**src/rtl/decode_stage.sv**
```systemverilog
// Decode stage: combinational register-file addressing, a pending-write
// scoreboard that stalls fetch on RAW/WAW hazards, and the ID/EX register.
module decode_stage (
    input  logic        clk_i,
    input  logic        reset_n_i,
    input  logic [31:0] instr_i,
    input  logic [31:0] pc_i,
    input  logic        instr_valid_i,
    output logic        instr_ready_o,
    output logic [3:0]  r1_addr_o,
    output logic [3:0]  r2_addr_o,
    input  logic        wb_en_i,
    input  logic [3:0]  wb_addr_i,
    input  logic        flush_i,
    output logic        ex_valid_o,
    output logic [1:0]  ex_class_o,
    output logic [3:0]  ex_cond_o,
    output logic [3:0]  ex_opcode_o,
    output logic        ex_set_flags_o,
    output logic        ex_use_imm_o,
    output logic [31:0] ex_imm_o,
    output logic [7:0]  ex_shift_o,
    output logic        ex_wr_en_o,
    output logic [3:0]  ex_wr_addr_o,
    output logic [31:0] ex_pc_o
);

    typedef struct packed {
        logic        valid;
        logic [1:0]  cls;
        logic [3:0]  cond;
        logic [3:0]  opcode;
        logic        set_flags;
        logic        use_imm;
        logic [31:0] imm;
        logic [7:0]  shift;
        logic        wr_en;
        logic [3:0]  wr_addr;
        logic [31:0] pc;
    } idex_t;

    idex_t       dec, idex_q;
    logic [15:0] pending_q, pending_d, need;
    logic        r1_used, r2_used;
    logic [3:0]  r1, r2;
    logic [31:0] imm8, imm_rot;
    logic [4:0]  rot;
    logic        stall, accept;

    assign imm8    = {24'b0, instr_i[7:0]};
    assign rot     = {instr_i[11:8], 1'b0};
    // A zero rotation shifts left by 32, which yields 0 and leaves imm8 intact.
    assign imm_rot = (imm8 >> rot) | (imm8 << (6'd32 - {1'b0, rot}));

    always_comb begin
        dec       = '0;
        dec.valid = 1'b1;
        dec.cond  = instr_i[31:28];
        dec.pc    = pc_i;
        r1_used   = 1'b0;
        r2_used   = 1'b0;
        r1        = instr_i[19:16];
        r2        = instr_i[3:0];
        if (instr_i[27:26] == 2'b00) begin
            dec.cls       = 2'd0;
            dec.opcode    = instr_i[24:21];
            dec.set_flags = instr_i[20];
            r1_used       = !(instr_i[24:21] == 4'd13 || instr_i[24:21] == 4'd15);
            if (instr_i[25]) begin
                dec.use_imm = 1'b1;
                dec.imm     = imm_rot;
            end else begin
                r2_used   = 1'b1;
                dec.shift = instr_i[11:4];
            end
            if (instr_i[24:23] != 2'b10) begin
                dec.wr_en   = 1'b1;
                dec.wr_addr = instr_i[15:12];
            end
        end else if (instr_i[27:26] == 2'b01) begin
            dec.cls     = 2'd1;
            dec.opcode  = {instr_i[20], instr_i[23], 2'b00};
            dec.use_imm = 1'b1;
            dec.imm     = {20'b0, instr_i[11:0]};
            r1_used     = 1'b1;
            if (instr_i[20]) begin
                dec.wr_en   = 1'b1;
                dec.wr_addr = instr_i[15:12];
            end else begin
                r2_used = 1'b1;
                r2      = instr_i[15:12];
            end
        end else if (instr_i[27:25] == 3'b101) begin
            dec.cls = 2'd2;
            dec.imm = {{6{instr_i[23]}}, instr_i[23:0], 2'b00};
            if (instr_i[24]) begin
                dec.wr_en   = 1'b1;
                dec.wr_addr = 4'd14;
            end
        end else begin
            dec.cls = 2'd3;
        end
    end

    assign r1_addr_o = r1_used ? r1 : 4'd0;
    assign r2_addr_o = r2_used ? r2 : 4'd0;

    always_comb begin
        need = '0;
        if (r1_used)   need[r1] = 1'b1;
        if (r2_used)   need[r2] = 1'b1;
        if (dec.wr_en) need[dec.wr_addr] = 1'b1;
    end

    // R15 is never set in the bitmap, so it never contributes to a stall.
    assign stall         = |(need & pending_q);
    assign instr_ready_o = flush_i || !stall;
    assign accept        = instr_valid_i && instr_ready_o;

    always_comb begin
        pending_d = pending_q;
        if (wb_en_i) pending_d[wb_addr_i] = 1'b0;
        if (flush_i && idex_q.valid && idex_q.wr_en) pending_d[idex_q.wr_addr] = 1'b0;
        if (accept && !flush_i && dec.wr_en) pending_d[dec.wr_addr] = 1'b1;
        pending_d[15] = 1'b0;
    end

    always_ff @(posedge clk_i or negedge reset_n_i) begin
        if (!reset_n_i) begin
            pending_q <= '0;
            idex_q    <= '0;
        end else begin
            pending_q <= pending_d;
            idex_q    <= (accept && !flush_i) ? dec : '0;
        end
    end

    assign ex_valid_o     = idex_q.valid;
    assign ex_class_o     = idex_q.cls;
    assign ex_cond_o      = idex_q.cond;
    assign ex_opcode_o    = idex_q.opcode;
    assign ex_set_flags_o = idex_q.set_flags;
    assign ex_use_imm_o   = idex_q.use_imm;
    assign ex_imm_o       = idex_q.imm;
    assign ex_shift_o     = idex_q.shift;
    assign ex_wr_en_o     = idex_q.wr_en;
    assign ex_wr_addr_o   = idex_q.wr_addr;
    assign ex_pc_o        = idex_q.pc;

endmodule

```
**config.mk**
```make
export PLATFORM = sky130hd
export DESIGN_NAME = decode_stage
export DESIGN_NICKNAME = d
export VERILOG_FILES = /design/src/rtl/decode_stage.sv
export SDC_FILE = /design/constraint.sdc
export NUM_CORES = 1
export LEC_CHECK = 0
export CAP_MARGIN = 40
export CORE_MARGIN = 4
export CORE_UTILIZATION = 40
export DETAILED_ROUTE_END_ITERATION = 6
export PLACE_DENSITY = 0.8
export SYNTH_ARGS = -nofsm -noshare
export SYNTH_HDL_FRONTEND = slang
export SYNTH_SLANG_ARGS = --single-unit
```
**constraint.sdc**
```tcl
create_clock -name clk_i -period 4.3 [get_ports clk_i]
set_clock_uncertainty 0.1 [all_clocks]
set_input_delay 0.645 -clock clk_i [delete_from_list [all_inputs] [get_ports clk_i]]
set_output_delay 0.645 -clock clk_i [all_outputs]
set_load 0.01 [all_outputs]
```
# Word level (Yosys, flattened, before mapping)
# Cells that the tools add are included.
[word_totals]
regBits = 105
input_bits = 73
output_inout_bits = 99
wordCells = 102
[classes]
addsub = 1
order_cmp = 10
eq_ne = 5
n_shift = 2
muxes = 46
n_bitwise = 9
reduce_logical = 17
[op_table]
columns = ["op", "count"]
rows = [
  ["90-bit two-way mux", 1],
  ["33-bit two-way mux", 2],
  ["32-bit two-way mux", 2],
  ["16-bit two-way mux", 3],
  ["15-bit two-way mux", 3],
  ["16-bit OR", 2],
  ["32-bit OR", 1],
  ["8-bit by 6-bit left shift with 32-bit output", 1],
  ["8-bit by 5-bit >> shifter with 32-bit output", 1],
  ["15-bit AND", 2],
  ["5-bit two-way mux", 6],
  ["15-bit NOT", 2],
  ["4-bit two-way mux", 7],
  ["4-bit by 5-bit less-than comparator with 1-bit output (second input constant)", 5],
  ["1-bit demux with 4-bit select", 5],
  ["4-bit by 1-bit >= comparator with 1-bit output (second input constant)", 5],
  ["16-bit by 15-bit AND with 16-bit output", 1],
  ["8-bit two-way mux", 2],
  ["16-bit OR reduction", 1],
  ["15-bit OR", 1],
  ["1-bit two-way mux", 13],
  ["1-bit logical AND", 10],
  ["4-bit == test (second input constant)", 2],
  ["6-bit by 5-bit subtractor with 6-bit output (first input constant)", 1],
  ["other kinds (7)", 11],
]

# Depth between registers and ports, before layout
# Gate-level depths: netlist of run 1.
[logic_depth]
word_depth = 19
mapped_depth = 13

# Least setup slack after synthesis of run 1
# No wires, ideal clock.
[synth_timing]
kind = "input to output"
start = "input port instr_i[27]"
end = "output port instr_ready_o"
arrival_time_ns = 2.912
required_ns = 3.555
slack_ns = 0.643
path_stages = 11
n_path_buf = 4
cell_sequence = "buf_2 > or3b_1 > buf_2 > mux2i_1 > nor3b_1 > a311o_1 > a221oi_2 > nand3_2 > buf_4 > buf_4 > o21bai_1"
[synth_via]
elab_chain_len = 15
elab_cells_between_ends = 31
classes_between = "order compare (4); eq/ne (2); mux (16); bitwise (3); reduce/logical (6)"
[synth_lines]
columns = ["item", "line", "text"]
rows = [
  ["start, declared", "6", "input logic [31:0] instr_i,"],
  ["2-bit by 1-bit == test with 1-bit output", "80", "end else if (instr_i[27:26] == 2'b01) begin"],
  ["4-bit two-way mux", "80", ""],
  ["4-bit two-way mux", "64", "if (instr_i[27:26] == 2'b00) begin"],
  ["4-bit by 5-bit less-than comparator with 1-bit output (not written as such) or 4-bit by 1-bit >= comparator with 1-bit output (tied branches)", "111", "if (r2_used) need[r2] = 1'b1;"],
  ["1-bit logical AND (not written as such)", "111", ""],
  ["1-bit two-way mux (not written as such)", "111", ""],
  ["1-bit demux with 4-bit select", "111", ""],
  ["16-bit OR (no source line)", "--", ""],
  ["16-bit two-way mux", "111", ""],
  ["16-bit OR (no source line)", "--", ""],
  ["16-bit two-way mux (*)", "112", "if (dec.wr_en) need[dec.wr_addr] = 1'b1;"],
  ["16-bit by 15-bit AND with 16-bit output (*)", "116", "assign stall = |(need & pending_q);"],
  ["16-bit OR reduction (*)", "116", ""],
  ["1-bit logical NOT (*)", "117", "assign instr_ready_o = flush_i || !stall;"],
  ["1-bit logical OR (*)", "117", ""],
  ["end, declared", "9", "output logic instr_ready_o,"],
]
# Mark *: on every way between the ends. The rest lies on a longest branch, timed or not.

# Worst setup path in the final report of run 1
[layout_timing]
start = "input port instr_i[27]"
end = "register idex_q (netlist bit ex_imm_o[16])"
[layout_via]
elab_chain_len = 18
elab_cells_between_ends = 37
classes_between = "order compare (4); eq/ne (2); mux (20); bitwise (3); reduce/logical (8)"
[layout_lines]
columns = ["item", "line", "text"]
rows = [
  ["2-bit by 1-bit == test with 1-bit output", "80", ""],
  ["4-bit two-way mux", "80", ""],
  ["4-bit two-way mux", "64", ""],
  ["4-bit by 5-bit less-than comparator with 1-bit output (not written as such) or 4-bit by 1-bit >= comparator with 1-bit output (tied branches)", "111", ""],
  ["1-bit logical AND (not written as such)", "111", ""],
  ["1-bit two-way mux (not written as such)", "111", ""],
  ["1-bit demux with 4-bit select", "111", ""],
  ["16-bit OR (no source line)", "--", ""],
  ["[2 not listed]", "--", ""],
  ["16-bit two-way mux", "112", ""],
  ["16-bit by 15-bit AND with 16-bit output", "116", ""],
  ["16-bit OR reduction", "116", ""],
  ["1-bit logical NOT", "117", ""],
  ["1-bit logical OR", "117", ""],
  ["1-bit logical AND", "118", "assign accept = instr_valid_i && instr_ready_o;"],
  ["1-bit logical AND", "134", "idex_q <= (accept && !flush_i) ? dec : '0;"],
  ["90-bit two-way mux (*)", "134", ""],
  ["end signal, assigned", "134", ""],
  ["end, declared", "42", "idex_t dec, idex_q;"],
]
# Marked as above.

==> impl_summary.log, run 1 <==
INFO  metric initial_core_util = 41.1%
INFO  metric setup_total_negative_slack = 0 ns
INFO  metric worst_slack = about 0.36 ns
INFO  metric grt_max_degree = 90
INFO  metric hp-class = in2async
INFO  metric route.detailed.vias_per_inst = 5.72
INFO  metric post_synth_num_cell_types = 67
INFO  metric detailed_routing_iteration_count_for_the_pre_antenna_repair_pass = 6
INFO  metric timing.final.max_slew_violations = 0
INFO  metric r2r_setup_slk = 1.39 ns
INFO  metric cts.sinks = 105
INFO  metric setup.worst_path.start_class = input pin
INFO  metric num-fill-cells = 1395
INFO  metric grt_first_pass_wirelength = 32700 um
INFO  metric dominantRegCellSynth = dfrtp_1
INFO  metric timing.fmax = 0.254 GHz
INFO  metric routedWlPerCell = 19.0 um
INFO  metric detail-route-antenna-nets = 0
INFO  metric finalWeightedCongestion = 1.01
INFO  metric cts_tree = done
INFO  metric grt_remaining_overflow = 0
INFO  metric placedInstanceArea = 8440 um^2
INFO  metric final_design_area_no_fill = just under 9000 um^2
INFO  metric multi_input_comb_area = 3180 um^2
INFO  metric timing.final.setup_violations = 0
INFO  metric drive_above_1_share = 15.4%
INFO  metric htree_num_levels = 3
INFO  metric crit_path_from = instr_i[27]
INFO  metric num_rows = 45
INFO  metric synth_seq_area_share = a little over two fifths
INFO  metric core_area = 15300 um^2
INFO  metric clk_pin_slew_worst_paths = about 0.07 ns
INFO  metric grt_pass1_vias = between 6000 and 7000
INFO  metric timing.critical_path.required = 4.42 ns
INFO  metric antenna_violations_before_repair = 0
INFO  metric leakage_power_of_the_design = 3.72 nW
INFO  metric numPortBuffers = 171
INFO  metric finalCriticalPeriod = 3.94 ns
INFO  metric antenna_cells = 0
INFO  metric final.period_utilization = 91.5%
INFO  metric vdd_ir_drop_max = between 200 and 250 uV
INFO  metric r2r-end = ex_imm_o[16]
INFO  metric cap_violations = 0
INFO  metric die-height = 133 um
INFO  metric io_pins = 172
INFO  metric final_net_count = 961
INFO  metric regArea = 2630 um^2
INFO  metric tightest_pin_transition = 0.793 ns
INFO  metric clock_path_buffers = 2
INFO  metric syn_area = 6290 um^2
INFO  metric critical_path_peak_fanout = 59
INFO  metric cts_hold_buffers = 0
INFO  metric detailed_place_hpwl = between 15000 and 20000 um
INFO  metric async_reset_ff_share = 100%
INFO  metric detail_route.drc_violations = 0
INFO  metric synth-seq-cells = 105
INFO  metric endpoint_kind = flip-flop
INFO  metric clk_root_buffer_cell = clkbuf_16
INFO  metric setup_repair_after_global_routing_missed_its_margin = false
INFO  metric die_area = 17800 um^2
INFO  metric clock_latency_at_the_later_pin_of_the_worst_skew_pair = 0.36 ns
INFO  metric number_of_hold_violations_in_the_final_report = 0
INFO  metric routed-via-count = 6309
INFO  metric drtIter0Drc = about 760
INFO  metric run_status = finished, final reports clean
INFO  metric synth_fp_nets = 782
INFO  metric routed_wirelength = between 20000 and 25000 um
INFO  metric die-width = about 130 um
INFO  metric all_layer_gr_usage = 23.0%
INFO  metric power_per_cell_area = 279 nW/um^2
INFO  metric worst-r2r-cell-count = 10
INFO  metric synthesis.area_per_instance = 8.88 um^2
INFO  metric number_of_enable_flip_flop_cells_after_synthesis = 0
INFO  metric timing.critical_path.arrival = 4.06 ns
INFO  metric post-place-ws = -0.00443 ns
INFO  metric total_clock_buffers_created_by_cts = 9
INFO  metric critPathKind = in2reg
INFO  metric synth.yosys.warnings = 0
INFO  metric max_slew_margin = 46.8%
INFO  metric r2r-start = pending_q[8]
INFO  metric area_growth = 39.5%
INFO  metric synth_cells = 708
==> flip-flops by register name (all words and copies together), names as in the netlist <==
| signal | flops |
|---|---|
| ex_cond_o | 4 |
| pending_q | 15 |
| ex_set_flags_o | 1 |
| ex_wr_addr_o | 4 |
| ex_imm_o | 32 |
| ex_valid_o | 1 |
| ex_pc_o | 32 |
| ex_shift_o | 8 |
| ex_use_imm_o | 1 |
| ex_opcode_o | 4 |
| ex_class_o | 2 |
| ex_wr_en_o | 1 |
==> how the worst max path moves through the flow <==
stage,end,slack [ns],depth (start not counted)
after floorplan,instr_ready_o,0.64,11
after global placement,instr_ready_o,-0.009,9
after detailed placement,ex_imm_o[3],-0.004,12
after CTS,instr_ready_o,0.02,11
after global routing,ex_imm_o[16],0.13,12
final,ex_imm_o[16],0.36,12
==> Yosys cell counts (19+ instances only) <==
library cell / instances / area, um^2
a21oi_1: 31 / 155
o221ai_1: 19 / 166
nor2_1: 36 / 135
clkbuf_1: 38 / 143
nand2_1: 46 / 173
dfrtp_1: 105 / 2630
nor3_2: 38 / 380
nand4_1: 20 / 125
nor3_1: 62 / 310
o21ai_0: 43 / 215
inv_1: 55 / 206
==> kinds of logic (layout without fill, tap and decap cells) <==
logic type / count (synthesis) / in the layout / share of synthesized area [%]
AO/OA/AOI/OAI: 149 / 149 / 16.0
XOR/XNOR: 3 / 3 / 0.418
adder cells (fa/ha/maj): 1 / 1 / 0.199
buffers and inverters: 118 / 302 / 8.16
flip-flops: 105 / 105 / 41.8
multiplexers: 17 / 17 / 2.76
AND/OR/NAND/NOR: 315 / 315 / 30.7
==> per-layer routing <==
layer | track usage (%) | routed length (um) | vias to the layer above
met1 | 29.1 | 8320 | 2971
met4 | 9.37 | 738 | 0
li1 | - | - | 2921
met2 | 38.2 | 10200 | 356
met3 | 4.95 | 1690 | 61
met5 | 0 | 0 | -
==> area by class of cell <==
class                      instances  area share, %
sequential                       105           29.9
tap                              211           3.01
timing repair buffer             231           24.9
multi-input combinational        485           36.2
clock inverter                     7           1.01
inverter                          55           2.35
clock buffer                       9           2.57
==> stage by stage <==
step                hold WS (ns)  util (%)  power, mW  std cells
floorplan                  0.249         -       1.33        708
global placement           0.452      55.1       1.59       1086
detailed placement         0.457      55.1       1.59       1086
CTS                       0.0669      57.2       2.47       1102
global route              0.0843      57.3       2.55       1103
finish                    0.0701      57.3       2.45       1103
==> report_power, final <==
group          internal [mW]  leakage (nW)  switching, mW
clock                  0.464         0.155          0.402
sequential              1.02          1.44         0.0222
combinational          0.235          2.13          0.305
total                   1.72          3.72          0.729
==> worst max-delay path, stage by stage <==
cell and delay [ns]:
clkdlybuf4s50_1 0.40, buf_4 0.18, buf_4 0.18, or4_1 0.61, nor4b_1 0.32, a31oi_1 0.10
a21boi_0 0.23, nor4_2 0.09, nand3_4 0.08, buf_4 0.59, buf_4 0.46, nor3_1 0.13
==> layout by cell type (no fill, tap or decap), types with 13 or more instances in the layout <==
master	count
a21oi_1	31
buf_4	59
clkdlybuf4s50_1	168
dfrtp_1	105
inv_1	55
mux2i_1	14
nand2_1	46
nand2b_1	14
nand3_1	13
nand3b_1	14
nand4_1	20
nor2_1	36
nor2b_1	13
nor3_1	62
nor3_2	38
o21ai_0	43
o221ai_1	19
==> repair_timing <==
action,CTS,global route
resized for setup,3,2
pin swaps,2,2
setup buffers,0,1
endpoints found under the setup margin,1,1
(Power assumes the default switching activity.)
==> inputs of run 2 (changes only) <==
--- a/config.mk
+++ b/config.mk
@@ -5,11 +5,12 @@
 export SDC_FILE = /design/constraint.sdc
 export NUM_CORES = 1
 export LEC_CHECK = 0
+export ABC_AREA = 1
 export CAP_MARGIN = 40
 export CORE_MARGIN = 4
-export CORE_UTILIZATION = 40
+export CORE_UTILIZATION = 50
 export DETAILED_ROUTE_END_ITERATION = 6
-export PLACE_DENSITY = 0.8
+export PLACE_DENSITY = 0.94
 export SYNTH_ARGS = -nofsm -noshare
 export SYNTH_HDL_FRONTEND = slang
 export SYNTH_SLANG_ARGS = --single-unit
==> impl_summary.log, run 2 <==
INFO  metric antenna_violations_before_repair = 1 (+1)
INFO  metric max_slew_margin = 38.0% (-8.8 points)
INFO  metric synth.top_cells.by_area = dfrtp_1 (40%), nor2_4 (15%), nand2_1 (9.4%), inv_1 (6.2%), nand3_1 (4.5%)
INFO  metric grt_max_degree = 46 (-49%)
INFO  metric detailed_routing_iteration_count_for_the_pre_antenna_repair_pass = 5 (-1)
INFO  metric number_of_enable_flip_flop_cells_after_synthesis = 0 (unchanged)
INFO  metric timing.critical_path.arrival = 3.38 ns (-0.68 ns)
INFO  metric cap_violations = 0 (unchanged)
INFO  metric detailed_place_hpwl = 16300 um (+4.3%)
INFO  metric grt_remaining_overflow = 0 (unchanged)
INFO  metric synth-seq-cells = 105 (unchanged)
INFO  metric synth_fp_nets = 864 (+10%)
INFO  metric run_status = finished, final reports clean
INFO  metric detail_route.drc_violations = 0 (unchanged)
INFO  metric vdd_ir_drop_max = 207 uV (-7.8%)
INFO  metric finalWeightedCongestion = 1.01 (-0.26%)
INFO  metric routed-via-count = 6114 (-3.1%)
INFO  metric yosys-mux-area-fraction = 0% (-2.8 points)
INFO  metric post_synth_num_cell_types = 47 (-30%)
INFO  metric total_clock_buffers_created_by_cts = 9 (unchanged)
INFO  metric worst_slack = 0.180 ns (-0.184 ns)
INFO  metric drtIter0Drc = 567 (-26%)
INFO  metric die-height = 123 um (-7.7%)
INFO  metric htree_num_levels = 3 (unchanged)
INFO  metric critical_path.max_stage_delay = 0.62 ns (about the same)
INFO  metric synth_simple_gate_area_share = 38.9% (+8.2 points)
INFO  metric num_rows = 41 (-8.9%)
INFO  metric largest_delay_contributor_family_on_the_critical_path = simple AND/OR/NAND/NOR gates
INFO  metric drive_above_1_share = 18.5% (+3.2 points)
INFO  metric numPortBuffers = 171 (unchanged)
INFO  metric critical_path_peak_fanout = 7 (-88%)
INFO  metric die_area = 15200 um^2 (-15%)
INFO  metric area_growth = 33.5%
INFO  metric core_area = 12800 um^2 (-16%)
INFO  metric synth.yosys.warnings = 0 (unchanged)
INFO  metric synth_top_family_by_area = simple AND/OR/NAND/NOR gates
INFO  metric synth_top_area_share = 39.6% (-2.2 points)
INFO  metric initial_core_util = 51.7% (+11 points)
INFO  metric yosys.cell_count.top_type = nand2_1
INFO  metric setup.worst_path.start_class = input pin
INFO  metric die-width = 123 um (-7.7%)
INFO  metric clock_latency_at_the_later_pin_of_the_worst_skew_pair = 0.36 ns (about the same)
INFO  metric cp_slowest_cell = clkdlybuf4s50_1
INFO  metric clk_root_buffer_cell = clkbuf_16
INFO  metric all_layer_gr_usage = 27.7% (+4.7 points)
INFO  metric async_reset_ff_share = 100% (unchanged)
INFO  metric power_per_cell_area = 301 nW/um^2 (+7.6%)
INFO  metric synthDominantAreaCellType = dfrtp_1
INFO  metric synthXorXnorAreaFrac = 0.132% (-0.29 points)
INFO  metric crit_chain = clkdlybuf4s50_1 -> buf_4 -> nand3_2 -> nand2_2 -> nand2_1 -> nor2_1 -> nand2_1 -> nand3_1 -> nand2_1 -> nand2_1 -> nor2_1 -> nand2_2 -> nor2_8 -> or2_2 -> clkdlybuf4s50_1
INFO  metric cp_common_cell = nand2_1
INFO  metric synth_commonest_cells = nand2_1 (166), inv_1 (110), dfrtp_1 (105)
INFO  metric syn_area = 6630 um^2 (+5.5%)
INFO  metric timing.final.setup_violations = 0 (unchanged)
INFO  metric timing.final.max_slew_violations = 0 (unchanged)
INFO  metric hp-class = in2async
INFO  metric setup_total_negative_slack = 0 ns (unchanged)
INFO  metric cts_tree = done
INFO  metric most_frequent_cells_in_the_layout = clkdlybuf4s50_1 (169), nand2_1 (166), inv_1 (110)
INFO  metric clock_path_buffers = 2 (unchanged)
INFO  metric grt_first_pass_wirelength = 32100 um (-1.7%)
INFO  metric critical_path.n_buffers_inverters = 3 (-2)
INFO  metric layout_commonest_cell = clkdlybuf4s50_1
INFO  metric io_pins = 172 (unchanged)
INFO  metric num-fill-cells = 1014 (-27%)
INFO  metric critPathKind = in2out
INFO  metric route.detailed.vias_per_inst = 5.32 (-7.1%)
INFO  metric cts.sinks = 105 (unchanged)
INFO  metric final_net_count = 1046 (+8.8%)
INFO  metric grt_pass1_vias = 6001 (-2.1%)
INFO  metric synth_compound_area_share = 10.2% (-5.8 points)
INFO  metric tightest_pin_transition = 0.927 ns (+0.134 ns)
INFO  metric synth-adder-area-share = 0.189% (-0.010 points)
INFO  metric endpoint_kind = output port
INFO  metric finalCriticalPeriod = 4.12 ns (+0.184 ns)
INFO  metric post-place-ws = 0.149 ns (+0.154 ns)
INFO  metric number_of_hold_violations_in_the_final_report = 0 (unchanged)
INFO  metric timing.fmax = 0.243 GHz (-4.5%)
INFO  metric leakage_power_of_the_design = 4.10 nW (+10%)
INFO  metric clk_pin_slew_worst_paths = 0.07 ns (about the same)
INFO  metric timing.critical_path.required = 3.56 ns (-0.86 ns)
INFO  metric synthesis.area_per_instance = 8.40 um^2 (-5.5%)
INFO  metric final.period_utilization = 95.8% (+4.3 points)
INFO  metric cts_hold_buffers = 0 (unchanged)
INFO  metric routedWlPerCell = 18.0 um (-4.9%)
INFO  metric synth_seq_area_share = 39.6% (-2.2 points)
INFO  metric synth_cells = 790 (+12%)
INFO  metric setup_repair_after_global_routing_missed_its_margin = false
INFO  metric detail-route-antenna-nets = 0 (unchanged)
INFO  metric dominantRegCellSynth = dfrtp_1
INFO  metric routed_wirelength = 20700 um (-0.80%)
==> run 2: per-layer routing <==
metal	up-vias	part of all wire, %	track usage (%)
li1	2885	-	-
met1	2839	40	36.6
met2	341	47	44.4
met3	49	10	7.18
met4	0	3.0	9.27
met5	-	0	0
==> run 2: path summary, 6_finish.rpt <==
| kind | start | endpoint | slack, ns | depth (start not counted) |
|---|---|---|---|---|
| setup / recovery | instr_i[26] | instr_ready_o | 0.18 | 15 |
| hold / removal | reset_n_i | ex_pc_o[29] | 0.10 | 1 |
| setup reg to reg | pending_q[4] | ex_imm_o[1] | 2.26 | 9 |
| hold reg to reg | pending_q[0] | pending_q[0] | 0.46 | 2 |
| max in group asynchronous | reset_n_i | ex_imm_o[3] | 2.94 | 3 |
| min in group clk_i | pending_q[0] | pending_q[0] | 0.46 | 2 |
==> run 2: kinds of logic after synthesis <==
kind of cell,count (synthesis)
flops,105
compound gates,105
simple gates,431
fa+ha+maj,1
buf+inv,147
xor+xnor,1
==> run 2: area by class of cell <==
class	instances	area [um^2]	area share, %
clock inverters	6	50.0	0.565
diodes	1	2.50	0.0283
multi-input cells	538	3290	37.2
repair buffers	201	1990	22.4
flip-flops and latches	105	2630	29.7
inverters	117	442	4.99
well taps	172	215	2.43
clock buffers	10	239	2.70
==> run 2: power by group <==
group | internal (mW) | switching [mW]
clock | 0.416 | 0.392
combinational | 0.299 | 0.462
sequential | 1.06 | 0.0365
total | 1.77 | 0.891
==> run 2: metrics by stage <==
| stage | util [%] | instance area, um^2 | instances | total power [mW] | hold WS [ns] |
|---|---|---|---|---|---|
| after floorplan | - | 6630 | 790 | 1.57 | 0.249 |
| after CTS | 68.6 | 8800 | 1144 | 2.67 | 0.109 |
| after global placement | 66.2 | 8490 | 1127 | 1.84 | 0.431 |
| after detailed placement | 66.4 | 8510 | 1128 | 1.86 | 0.433 |
| after global routing | 69.0 | 8850 | 1150 | 2.78 | 0.113 |
| final | 69.0 | 8850 | 1150 | 2.66 | 0.101 |
==> run 2: timing repair <==
item,CTS,global route
setup endpoints to repair,0,1
gates resized for setup,0,6
buffers inserted,0,5
